`config.mk`:
```
export PLATFORM = sky130hd
export DESIGN_NAME = serial_pattern_detector
export DESIGN_NICKNAME = d
export VERILOG_FILES = /design/src/rtl/sp_det_pkg.sv /design/src/rtl/sat_counter.sv /design/src/rtl/serial_pattern_detector.sv
export SDC_FILE = /design/constraint.sdc
export NUM_CORES = 1
export LEC_CHECK = 0
export BUFFER_PORTS_ARGS = -buffer_cell sky130_fd_sc_hd__buf_2
export CELL_PAD_IN_SITES_DETAIL_PLACEMENT = 1
export CELL_PAD_IN_SITES_GLOBAL_PLACEMENT = 2
export CORE_AREA = 2 2 56 58
export DETAILED_ROUTE_END_ITERATION = 12
export DIE_AREA = 0 0 58 60
export HOLD_SLACK_MARGIN = 0.15
export PLACE_DENSITY = 0.83
export SYNTH_ARGS = -nofsm -noshare
export SYNTH_HDL_FRONTEND = slang
export SYNTH_SLANG_ARGS = --single-unit
```
`constraint.sdc`:
```
create_clock -name clk -period 4.1 [get_ports clk]
set_input_delay 0.82 -clock clk [delete_from_list [all_inputs] [get_ports clk]]
set_output_delay 0.82 -clock clk [all_outputs]
set_load 0.01 [all_outputs]
```
`src/rtl/sp_det_pkg.sv`:
```
// Shared types and sizing helpers for the serial pattern detector.
package sp_det_pkg;

    localparam int unsigned WMin = 2;
    localparam int unsigned WMax = 16;

    typedef enum logic {
        StFill,
        StArmed
    } det_state_e;

    // Fill counter must be able to hold the value W itself.
    function automatic int unsigned fill_width(input int unsigned w);
        return $clog2(w + 1);
    endfunction

endpackage

```
`src/rtl/sat_counter.sv`:
```
// Saturating up-counter with synchronous clear and a sticky all-ones flag.
module sat_counter #(
    parameter int unsigned CNT_W = 8
) (
    input  logic             clk,
    input  logic             rst_n,
    input  logic             clr,
    input  logic             inc,
    output logic [CNT_W-1:0] cnt,
    output logic             sat
);

    localparam logic [CNT_W-1:0] CntMax = {CNT_W{1'b1}};

    logic [CNT_W-1:0] cnt_d, cnt_q;
    logic             sat_d, sat_q;

    always_comb begin
        cnt_d = cnt_q;
        if (inc && (cnt_q != CntMax)) begin
            cnt_d = cnt_q + 1'b1;
        end
        sat_d = sat_q | (cnt_d == CntMax);
    end

    always_ff @(posedge clk) begin
        if (!rst_n || clr) begin
            cnt_q <= '0;
            sat_q <= 1'b0;
        end else begin
            cnt_q <= cnt_d;
            sat_q <= sat_d;
        end
    end

    assign cnt = cnt_q;
    assign sat = sat_q;

endmodule

```
`src/rtl/serial_pattern_detector.sv`:
```
// Programmable W-bit serial pattern detector with qualified input, overlap mode,
// soft clear with pattern reload and a saturating match counter.
module serial_pattern_detector
    import sp_det_pkg::*;
#(
    parameter int unsigned W     = 3,
    parameter int unsigned CNT_W = 8
) (
    input  logic             clk,
    input  logic             rst_n,
    input  logic             x,
    input  logic             x_valid,
    input  logic [W-1:0]     pattern,
    input  logic             overlap,
    input  logic             clear,
    output logic             z,
    output logic [CNT_W-1:0] match_cnt,
    output logic             cnt_sat
);

    if ((W < WMin) || (W > WMax)) begin : g_bad_w
        $error("serial_pattern_detector: W out of legal range");
    end

    localparam int unsigned   FW       = fill_width(W);
    localparam logic [FW-1:0] FillFull = FW'(W);
    localparam logic [FW-1:0] FillLast = FW'(W - 1);

    logic [W-1:0]  hist_d, hist_q;
    logic [W-1:0]  pat_d, pat_q;
    logic [FW-1:0] fill_d, fill_q;
    det_state_e    st_d, st_q;
    logic          z_d, z_q;
    logic [W-1:0]  nxt;
    logic          hit;

    always_comb begin
        nxt    = {hist_q[W-2:0], x};
        hit    = x_valid && ((st_q == StArmed) || (fill_q == FillLast)) && (nxt == pat_q);
        hist_d = hist_q;
        pat_d  = pat_q;
        fill_d = fill_q;
        st_d   = st_q;
        z_d    = 1'b0;
        if (x_valid) begin
            hist_d = nxt;
            z_d    = hit;
            if (hit && !overlap) begin
                fill_d = '0;
                st_d   = StFill;
            end else if (hit) begin
                fill_d = FillFull;
                st_d   = StArmed;
            end else begin
                fill_d = (fill_q == FillFull) ? FillFull : fill_q + 1'b1;
                st_d   = (fill_d == FillFull) ? StArmed : StFill;
            end
        end
    end

    // Clear behaves exactly like reset, including the pattern reload.
    always_ff @(posedge clk) begin
        if (!rst_n || clear) begin
            hist_q <= '0;
            pat_q  <= pattern;
            fill_q <= '0;
            st_q   <= StFill;
            z_q    <= 1'b0;
        end else begin
            hist_q <= hist_d;
            pat_q  <= pat_d;
            fill_q <= fill_d;
            st_q   <= st_d;
            z_q    <= z_d;
        end
    end

    sat_counter #(
        .CNT_W(CNT_W)
    ) u_cnt (
        .clk  (clk),
        .rst_n(rst_n),
        .clr  (clear),
        .inc  (hit),
        .cnt  (match_cnt),
        .sat  (cnt_sat)
    );

    assign z = z_q;

endmodule

```
-- After elaboration in Yosys (flattened, before gate mapping)
Cells that the tools add are included.
- bits of input ports: 9
- output and inout bits: 10
- register bits after elaboration: 18
- logic and storage cells: 33
- reduce and logical (&&, ||, !) cells: 9
- add/sub/neg operators: 2
- multiplexer cells: 7
- bitwise gates (word level): 2
- equal/unequal tests: 6
- operator list (kind ; count):
    adder 8 x 1 -> 8 bit, second input constant ; 1
    == test 8 bit, second input constant ; 1
    two-way mux 8 bit ; 1
    inequality test 8 bit, second input constant ; 1
    == test 2 bit, second input constant ; 3
    two-way mux 2 bit ; 3
    logical AND 1 bit ; 4
    == test 3 bit ; 1
    two-way mux 1 bit ; 3
    adder 2 x 1 -> 2 bit, second input constant ; 1
    logical NOT 1 bit ; 2
    logical OR 1 bit ; 2
    OR reduction 2 bit ; 1
    inverter 1 bit ; 1
    bitwise OR 1 bit ; 1

-- Depth between registers and ports, before layout
- word-level depth: 8
- depth in mapped cells: 8
- mapped depth without buffers: 7

-- Modules after synthesis
A second synthesis with hierarchy kept.
- cells, all modules: 95
- area, all modules: 922.1 um^2
- by module, submodules not included (module ; times used ; cells each ; area an instance (um^2) ; sequential area each (um^2)):
    sat_counter ; 1 ; 61 ; 521.8 ; 180.2
    serial_pattern_detector ; 1 ; 34 ; 400.4 ; 210.2

-- Worst setup path before layout
No wires, ideal clock.
- kind: input to register
- start: in x
- end: reg u_cnt.sat_q (netlist: u_cnt.sat)
- buffers on the path: 1
- setup time: 0.117 ns
- slack: 1.825 ns
- stages: 7
- required time: 3.983 ns
- arrival: 2.157 ns
- path through: xnor2_2 o211ai_4 or2_1 buf_6 o41ai_2 nor4_1 a32o_1
- cells in the longest elaborated chain, start to end: 6
- ends and longest elaborated chain (what ; RTL line ; text):
    start, declared ; serial_pattern_detector.sv:11 ; input logic x,
    == test 3 bit ; serial_pattern_detector.sv:39 ; hit = x_valid && ((st_q == StArmed) || (fill_q == FillLast)) && (nxt == pat_q);
    logical AND 1 bit ; serial_pattern_detector.sv:39 ;
    logical AND 1 bit ; sat_counter.sv:20 ; if (inc && (cnt_q != CntMax)) begin
    two-way mux 8 bit ; sat_counter.sv:20 ;
    == test 8 bit ; sat_counter.sv:23 ; sat_d = sat_q | (cnt_d == CntMax);
    bitwise OR 1 bit ; sat_counter.sv:23 ;
    end signal, assigned ; sat_counter.sv:32 ; sat_q <= sat_d;
    end, declared ; sat_counter.sv:16 ; logic sat_d, sat_q;
Every way passes these cells.
A chain may end at the register's enable or synchronous reset.

-- Worst setup path after layout
- start: reg u_cnt.cnt_q[1] (netlist: u_cnt.cnt[1])
- end: reg u_cnt.sat_q (netlist: u_cnt.sat)
- cells in the longest elaborated chain, start to end: 5
- elaborated cells between the ends (all ways): 6
- classes of those cells: 1 x add/sub; 2 x eq/ne; 1 x mux; 1 x bitwise; 1 x reduce/logical
- ends and longest elaborated chain (what ; RTL line ; text):
    start, declared ; sat_counter.sv:15 ; logic [CNT_W-1:0] cnt_d, cnt_q;
    start signal, assigned ; sat_counter.sv:31 ; cnt_q <= cnt_d;
    parallel branches: the longest is 2 deep, another holds adder 8 x 1 -> 8 bit ; n/a ;
    two-way mux 8 bit (*) ; sat_counter.sv:20 ;
    == test 8 bit (*) ; sat_counter.sv:23 ;
    bitwise OR 1 bit (*) ; sat_counter.sv:23 ;
Mark *: on every way between the ends.

==> metrics <==
status=completed; Fill cells=349; Area contributors post-synth=dfxtp_1 31%, edfxtp_1 9.2%, xnor2_1 4.5%; Seq pwr share=62.4%; DP HPWL=~1.8 mm; Ant. Diodes=0; combinational share of power=under 10%; nets@finish=130; Tot GR Track Use=about 15%; worst min path class=flop to flop; MaxCap Viol Count=0; Pint=between 0.2 and 0.25 mW; Fin Setup TNS=0 ps; synthesized flop and latch total=18; WP data required=approximately 4300 ps; die height=~60 µm; Skew-Pair Late Insertion Delay=290 ps; Crit Path Max Fanout=8; Tightest Pin Transition=approximately 530 ps; fmax=about 430 MHz; Synthesis Warnings=0; sw frac=a little under a quarter; routed wire length=2.236 mm; postcts setup bufs=0; initial antenna violation count=0; DRC violations left=0; fin cells=around 150; area share of the largest cell type after synthesis=30.73%; Core Rows=20; ys async rst share=0%; RR Startpoint=u_cnt.cnt[1]; Setup Crit Path Kind=flop to flop; CTS Buf Count=3; drt pass-1 iters=4; cell count after placement=roughly 150; post-DR vias/cell=5.197; CP Launch Type=flop; Hold Path Origin=u_cnt.sat; CTS HTree Levels=1; post-cts resize count=0; hold-fix buffers at CTS=0; peak supply drop=0.1433 mV; routed via count=790; pwr dens=around 280 nW/µm²; vias in the first global route=819; area occupied by multi-input gates=529.3 µm²; Final Hold Viols=0; die extent in x=between 50 and 60 µm; WL per Instance=between 10 and 15 µm; CP endpoint kind=flop; WP data arrival=approximately 2500 ps; port bufs=18; period utilization=a little under three fifths; register area=390.4 µm²; # setup viols final=0; pin count of the biggest net entering global routing=16; P_sw=approximately 0.069 mW; max_slew headroom=between 60% and 70%; Remaining Overflow, GRT=0; share of power burned in the clock network=a little over 30%; largest area contributor in the netlist=dfxtp_1; Initial Util=between 30% and 40%; RSZ-0062 raised after global routing=false; CTS root buf=clkbuf_4; Mapped Cells=between 100 and 150; Detail Route Antenna Nets=0; Syn Area/Cell=9.487 µm²; Seq/Total Area, Yosys=between 30% and 40%; IO Count=19; Pins Over Slew Limit=0; minimum clock period after layout=2324 ps; total design power=around 0.3 mW; clock skew=about 3.9 ps; area grow syn2layout=11.40%; Max clock buf depth=2; Final GP Congestion=just under 0.8; Mapped Nets=between 100 and 150; Synth cell types=42; clock slew at reported path FFs=about 100 ps; clk sinks=18; CTS tree=yes; Lkg Pwr=about 0.42 nW; Crit. Startpoint=u_cnt.cnt[1]; First DRT Iteration DRCs=20; layout cells sized above 1=21.85%; die area=3480 µm²; first-pass GRT wire length=roughly 3.7 mm; CORE AREA=a little under 3000 µm²; EDFF count, synth=3; synthesized cell area=977.2 µm²; ys flop type=dfxtp_1
-- routing by layer --
layer / track usage [%] / wire length [µm] / vias to the layer above
li1: - / - / 401
met1: 17.55 / 1056 / 372
met2: 25.16 / 1074 / 15
met3: 2.814 / 85 / 2
met4: 6.977 / 19 / 0
met5: 0 / 0 / -
-- registers in the layout, indices dropped and copies added (netlist names) --
name,cells
hist_q,2
st_q,1
u_cnt.sat,1
fill_q,2
pat_d,3
u_cnt.cnt,8
z,1
-- area by class of cell --
cell class / count / area share [%]
multi-input cells: 76 / 48.62
flip-flops and latches: 18 / 35.86
repair buffers: 18 / 8.276
well taps: 33 / 3.793
clock buffers: 4 / 2.414
inverters: 3 / 1.034
-- synthesized netlist by cell type, types with 2 or more instances --
master / n
edfxtp_1: 3
nand2b_1: 2
nand4_1: 3
nand3_1: 4
buf_6: 2
dfxtp_1: 15
a21oi_1: 4
and4b_1: 2
mux2i_1: 2
buf_4: 2
and3_1: 2
xor2_1: 3
o21ai_0: 3
xnor2_1: 5
nand2_1: 10
nor2_1: 11
inv_1: 3
nor3_1: 3
-- placed cells by master (no fill, tap or decap), drive strengths merged, types with 3 or more instances in the layout --
cell,synthesis,layout
nand2,10,10
edfxtp,3,3
xnor2,6,6
nand4,4,4
inv,3,3
a21oi,4,4
clkbuf,1,4
nor2,11,11
nor3,3,3
buf,5,18
dfxtp,15,15
o21ai,3,3
xor2,3,3
nand3,4,4
-- cell families after synthesis --
group           Yosys count  synth area share [%]
simple gates             48                 28.94
flops                    18                 39.95
compound gates           16                 13.06
xor+xnor                  9                 8.836
buf+inv                   9                 5.888
mux                       2                 2.049
fa+ha+maj                 1                 1.280
-- power groups by stage --
stage	Clock (mW)	Sequential (mW)	Combinational, mW
2_1_floorplan	0	0.190	0.0154
3_3_place_gp	0	0.191	0.0214
3_5_place_dp	0	0.191	0.0224
4_1_cts	0.0964	0.187	0.0224
5_1_grt	0.109	0.188	0.0243
6_report	0.0909	0.187	0.0220
-- path summary, 6_finish.rpt --
check | to | depth (start not counted) | slack [ps]
max | u_cnt.sat | 7 | 1780
min | u_cnt.sat | 1 | 490
max reg2reg | u_cnt.sat | 7 | 1780
min reg2reg | u_cnt.sat | 1 | 490
-- critical path, cell delays in order (launching register included) --
cell	delay [ps]
dfxtp_1	460
ha_1	290
and3_1	360
nand4_4	150
nor3b_4	210
and4b_1	220
a211o_1	280
a32o_1	240
-- per-stage QoR --
stage | area [µm²] | setup slack (ps) | hold slack (ps) | util [%]
finish | 1089 | 1776 | 488.9 | 37.50
global route | 1089 | 1668 | 523.9 | 37.50
CTS | 1089 | 1764 | 489.8 | 37.50
detailed placement | 1062 | 1625 | 472.9 | 36.59
global placement | 1062 | 1665 | 458.1 | 36.59
floorplan | 977.2 | 1825 | 440.5 | -
Note: power is estimated with default switching activity, not from simulation.
